===== src/rtl/arb_pkg.sv =====
// Memory arbiter shared types: FSM state, grant selector, starve counter width.
package arb_pkg;
    typedef enum logic [1:0] {IDLE, IACC, DACC} arb_state_t;
    typedef enum logic [1:0] {GNT_NONE, GNT_I, GNT_D} arb_grant_t;
    localparam int unsigned STARVE_W = 4;
endpackage


===== src/rtl/cpu_types_pkg.sv =====
// Shared CPU-wide type definitions.
package cpu_types_pkg;
    typedef logic [31:0] word_t;
endpackage


===== src/rtl/arb_starve_ctr.sv =====
// Saturating up-counter with synchronous clear; clear wins over increment.
module arb_starve_ctr #(
    parameter int unsigned W = 4
) (
    input  logic         clk,
    input  logic         rst_n,
    input  logic         inc,
    input  logic         clr,
    input  logic [W-1:0] max,
    output logic [W-1:0] cnt
);
    logic [W-1:0] cnt_q, cnt_d;

    // Next count: clear, or step toward max and hold there.
    always_comb begin
        cnt_d = cnt_q;
        if (clr)
            cnt_d = '0;
        else if (inc && (cnt_q < max))
            cnt_d = cnt_q + W'(1);
    end

    // Count register.
    always_ff @(posedge clk or negedge rst_n) begin
        if (!rst_n) cnt_q <= '0;
        else        cnt_q <= cnt_d;
    end

    assign cnt = cnt_q;
endmodule


===== src/rtl/mem_arbiter.sv =====
// Single-port RAM arbiter: data accesses win, a starvation counter forces a
// pending fetch through after STARVE_MAX consecutive data grants.
// Optional statistics outputs are enabled by defining MEM_ARBITER_STATS_EN.
module mem_arbiter
    import arb_pkg::*;
    import cpu_types_pkg::*;
#(
    parameter int unsigned STARVE_MAX = 4,
    parameter int unsigned ADDR_W     = 32
) (
    input  logic              CLK,
    input  logic              nRST,
    input  logic              iREN,
    input  logic [ADDR_W-1:0] iaddr,
    output logic              iwait,
    output logic [ADDR_W-1:0] iload,
    input  logic              dREN,
    input  logic              dWEN,
    input  logic [ADDR_W-1:0] daddr,
    input  logic [ADDR_W-1:0] dstore,
    output logic              dwait,
    output logic [ADDR_W-1:0] dload,
    output logic              ramREN,
    output logic              ramWEN,
    output logic [ADDR_W-1:0] ramaddr,
    output logic [ADDR_W-1:0] ramstore,
    input  logic [ADDR_W-1:0] ramload,
`ifdef MEM_ARBITER_STATS_EN
    output word_t             icount,
    output word_t             dcount,
    output logic [15:0]       starve_hits,
`endif
    input  logic              ram_ready
);
    arb_state_t           state_q, state_d;
    arb_grant_t           grant;
    logic [STARVE_W-1:0]  starve_cnt;
    logic                 dreq, force_fetch;
    logic                 i_done, d_done;
    logic                 cnt_inc, cnt_clr;

    assign dreq        = dREN | dWEN;
    assign force_fetch = iREN && (starve_cnt == STARVE_W'(STARVE_MAX));
    assign cnt_inc     = d_done & iREN;
    assign cnt_clr     = i_done | (d_done & ~iREN);

    arb_starve_ctr #(.W(STARVE_W)) u_starve (
        .clk   (CLK),
        .rst_n (nRST),
        .inc   (cnt_inc),
        .clr   (cnt_clr),
        .max   (STARVE_W'(STARVE_MAX)),
        .cnt   (starve_cnt)
    );

    // Arbitration, RAM strobes and requester handshakes.
    always_comb begin
        state_d  = state_q;
        grant    = GNT_NONE;
        ramREN   = 1'b0;
        ramWEN   = 1'b0;
        ramaddr  = '0;
        ramstore = '0;
        iload    = '0;
        dload    = '0;
        iwait    = iREN;
        dwait    = dreq;
        i_done   = 1'b0;
        d_done   = 1'b0;
        case (state_q)
            IDLE: begin
                if (force_fetch)  grant = GNT_I;
                else if (dreq)    grant = GNT_D;
                else if (iREN)    grant = GNT_I;
                case (grant)
                    GNT_I:   state_d = IACC;
                    GNT_D:   state_d = DACC;
                    default: state_d = IDLE;
                endcase
            end
            IACC: begin
                // Dropped request leaves all RAM outputs idle this cycle.
                if (!iREN) begin
                    state_d = IDLE;
                end else begin
                    ramREN  = 1'b1;
                    ramaddr = iaddr;
                    if (ram_ready) begin
                        iwait   = 1'b0;
                        iload   = ramload;
                        i_done  = 1'b1;
                        state_d = IDLE;
                    end
                end
            end
            DACC: begin
                if (!dreq) begin
                    state_d = IDLE;
                end else begin
                    ramaddr = daddr;
                    if (dWEN) begin
                        ramWEN   = 1'b1;
                        ramstore = dstore;
                    end else begin
                        ramREN   = 1'b1;
                    end
                    if (ram_ready) begin
                        dwait   = 1'b0;
                        dload   = dWEN ? '0 : ramload;
                        d_done  = 1'b1;
                        state_d = IDLE;
                    end
                end
            end
            default: state_d = IDLE;
        endcase
    end

    // State register.
    always_ff @(posedge CLK or negedge nRST) begin
        if (!nRST) state_q <= IDLE;
        else       state_q <= state_d;
    end

`ifdef MEM_ARBITER_STATS_EN
    word_t icount_q, icount_d, dcount_q, dcount_d;

    // Completion counters, free-running with natural wrap.
    always_comb begin
        icount_d = icount_q + word_t'(i_done);
        dcount_d = dcount_q + word_t'(d_done);
    end

    // Completion counter registers.
    always_ff @(posedge CLK or negedge nRST) begin
        if (!nRST) begin
            icount_q <= '0;
            dcount_q <= '0;
        end else begin
            icount_q <= icount_d;
            dcount_q <= dcount_d;
        end
    end

    assign icount = icount_q;
    assign dcount = dcount_q;

    arb_starve_ctr #(.W(16)) u_hits (
        .clk   (CLK),
        .rst_n (nRST),
        .inc   ((state_q == IDLE) && force_fetch),
        .clr   (1'b0),
        .max   (16'hFFFF),
        .cnt   (starve_hits)
    );
`endif
endmodule


===== config.mk =====
export PLATFORM = sky130hd
export DESIGN_NAME = mem_arbiter
export DESIGN_NICKNAME = d
export VERILOG_FILES = /design/src/rtl/arb_pkg.sv /design/src/rtl/cpu_types_pkg.sv /design/src/rtl/arb_starve_ctr.sv /design/src/rtl/mem_arbiter.sv
export SDC_FILE = /design/constraint.sdc
export NUM_CORES = 1
export LEC_CHECK = 0
export ABC_AREA = 1
export CELL_PAD_IN_SITES_DETAIL_PLACEMENT = 1
export CELL_PAD_IN_SITES_GLOBAL_PLACEMENT = 1
export CORE_AREA = 3 3 103 105
export CTS_CLUSTER_SIZE = 30
export DETAILED_ROUTE_END_ITERATION = 7
export DIE_AREA = 0 0 106 108
export DONT_BUFFER_PORTS = 1
export HOLD_SLACK_MARGIN = 0.15
export PLACE_DENSITY_LB_ADDON = 0.1
export SKIP_LAST_GASP = 1
export SYNTH_ARGS = -nofsm -noshare
export SYNTH_HDL_FRONTEND = slang
export SYNTH_SLANG_ARGS = --single-unit

===== constraint.sdc =====
create_clock -name CLK -period 1.6 [get_ports CLK]
set_clock_uncertainty 0.1 [all_clocks]
set_input_delay 0.16 -clock CLK [delete_from_list [all_inputs] [get_ports CLK]]
set_output_delay 0.16 -clock CLK [all_outputs]
set_load 0.01 [all_outputs]

==> results by group <==
Outcome
  • Outcome: finished, violations left
  • Violated checks: negative setup slack

Global route
  • First-pass GRT wire length: 13.3 mm
  • Total Routing Usage GR: about 14%
  • Antenna violations before repair: 0
  • Vias in the first global route: 2579
  • Pin count of the biggest net entering global routing: 34
  • Congestion Overflow GR: 0

Layout
  • Share of cells above drive strength 1: 40.1%
  • Post-Layout Inst Area: 0.00327 sq mm
  • Syn-to-layout area delta: 106%
  • Fillcell total: roughly 1300
  • Antenna cells: 0
  • Layout net count: 593

Drt
  • Avg Vias per Cell: 4.40
  • Vias: ~2600
  • Highest metal used: met4
  • DR WL met3: 785 um
  • Routed Antenna Nets: 0
  • Remaining DRCs: 0
  • Iteration-0 DRC count of the detailed router: 115
  • Met2 Wirelength: 5.37 mm
  • Initial DRT Pass Iterations: 4
  • Drt total wl: 9.73 mm
  • Wire length on met1: between 3 and 4 mm
  • Routed len/inst: 16.7 um

Critical path
  • Reg2Reg Launch Point: state_q[1]
  • FF-to-FF End: u_starve.cnt[1]
  • Top Family by Delay on Critical Path: buffers and inverters
  • Critical path arrival: 1.61 ns
  • Worst r2r path cells: 10
  • Worst Path Required: 1.34 ns
  • Crit-path most repeated cell: buf_4
  • Slowest stage cell, crit path: dfrtp_1
  • CP cell instances: buf_4 -> ha_4 -> nand2_4 -> nand2_8 -> buf_12 -> nand2_1 -> a21oi_2 -> buf_4
  • WS Path Type: reg2out
  • Reg2reg setup slack: 0.07 ns
  • CP Depth: 8
  • CP Capture Type: primary output
  • Crit path max fanout: 6
  • CP max stage delay: 0.39 ns
  • Crit start category: flop
  • Critical path buffers and inverters: 3

STA
  • Setup TNS: -19.75 ns
  • Final cycle utilization of the critical path: 117%
  • RSZ-0062 raised after global routing: yes
  • Max-slew violation count: 0
  • Setup ws final: -0.267 ns
  • Worst-Margin Slew: 0.271 ns
  • Max frequency: 536 MHz
  • Period minus WS final: 1.87 ns
  • Fin. Hold Viols: 0
  • Final setup fails: 130
  • Max_slew headroom: 81.9%

Worst hold path
  • Hold Crit Start: ram_ready
  • Hold Crit Endpoint: u_starve.cnt[2]
  • Worst min path class: in2reg
  • Hold path depth: 4

Floorplanning
  • Starting density of the core: 16.3%
  • Die X: 106 um
  • Die Footprint: 0.0114 sq mm
  • Row count: 36
  • Core area: 0.00973 sq mm
  • IO Count: ~270
  • Die Y: 108 um

Placement
  • Area after DPL: 0.00243 sq mm
  • Dpl hpwl: 7.16 mm
  • Routability congestion estimate: 0.726
  • I/O Buffers: 0

Logic synthesis
  • Yosys cell types: 17
  • Syn Area/Cell: 4.58 sq um
  • Yosys Warn Count: 0
  • Cells after synthesis: around 350
  • Flops & latches, synth: 6
  • Syn nets: 487
  • Mapped Area: 0.00159 sq mm
  • Post-synthesis sequential area ratio: 9.45%

Clock network
  • CTS tree: done
  • H-tree depth reported by CTS: 1
  • Root Buffer: clkbuf_8
  • Clk Latency, worst-skew pair: 0.22 ns
  • Clock sink count: 6
  • TritonCTS Buffers: 3
  • Maximum clock path buffer count: 2
  • Register clock-pin slew on the reported worst setup and hold paths: roughly 0.04 ns

Power
  • Worst IR Drop VDD: between 0.5 and 0.6 mV
  • Pleak: 1.76 nW
  • Power Density: 1160 mW/mm^2

Flow run
  • Max-Cap Viols: 0
==> power breakdown <==
group,leakage (nW),switching (mW),internal [mW]
clock,0.0216,0.0578,0.161
combinational,1.66,1.88,1.46
sequential,0.0807,0.0328,0.198
==> cells by family after synthesis <==
kind of cell | synth area share, %
simple gates | 49.0
fa+ha+maj | 4.72
compound gates | 11.3
buf+inv | 25.5
flops | 9.45
==> worst max path at each step <==
stage | start | end | slack, ns
2_1_floorplan | state_q[0] | dload[10] | 0.04
3_3_place_gp | state_q[0] | ramaddr[1] | -0.07
3_5_place_dp | state_q[0] | ramaddr[1] | -0.1
4_1_cts | state_q[1] | ramaddr[1] | -0.25
5_1_grt | state_q[1] | ramaddr[18] | -0.36
6_report | state_q[1] | ramaddr[1] | -0.27
==> worst min-delay path: cells and delay by family <==
family / cells / cell delay, ns
and+or+nand+nor: 3 / 0.18
AOI/OAI and AO/OA: 1 / 0.06
==> synthesized netlist by cell type <==
cell type	instances	area share, %
nor2_1	107	25
nand2_1	83	20
inv_1	79	19
a21oi_1	35	11
clkbuf_1	9	2.1
dfrtp_1	6	9.4
ha_1	6	4.7
nand3_1	6	1.9
buf_2	3	0.94
buf_4	3	1.4
buf_6	3	2.1
nand2_2	2	0.79
inv_2	1	0.24
nand2_4	1	0.71
nor2_2	1	0.39
nor3_1	1	0.31
o21ai_0	1	0.31
==> placed cells by master (no fill, tap or decap), types with 6 or more instances in the layout <==
master   instances
nor2_2           9
nand2_2          8
a21oi_4         17
a21oi_2         14
inv_1           77
nand2_4          7
buf_6            7
nand2_1         70
nor2_1          98
buf_4           92
dfrtp_1          6
==> metal layers <==
layer	global-route usage [%]	vias up
met1	15.4	1201
li1	-	1202
met4	2.04	0
met5	0	-
met3	2.75	4
met2	29.6	164
==> cell type report <==
type                       count  area [sq um]  area share [%]
tap                          133           166            5.09
timing repair buffer         119          1170            35.8
inverter                      80           308            9.42
clock buffer                   3          41.3            1.26
multi-input combinational    243          1430            43.8
sequential                     6           150            4.60
==> registers in the layout (all words and copies together) (netlist names) <==
signal / cells
u_starve.cnt: 4
state_q: 2
==> stage by stage <==
step	power (mW)	setup slack, ns	hold slack, ns	cells	utilization (%)
after CTS	3.58	-0.252	0.152	578	31.9
final	3.80	-0.267	0.137	584	33.6
after global placement	2.12	-0.0682	-0.235	557	24.9
after detailed placement	2.15	-0.0953	-0.235	557	24.9
after global routing	4.07	-0.356	0.154	584	33.6
after floorplan	1.46	0.0441	-0.236	347	-
==> what timing repair did <==
| item | in CTS | in global routing |
|---|---|---|
| hold buffers | 5 | 0 |
| pin swaps | 23 | 8 |
| resized for setup | 85 | 22 |
| setup endpoints to repair | 130 | 133 |
| gates cloned | 6 | 3 |
| buffers inserted | 7 | 3 |
| hold endpoints to repair | 10 | 0 |
Power figures use the tool's default switching activity.
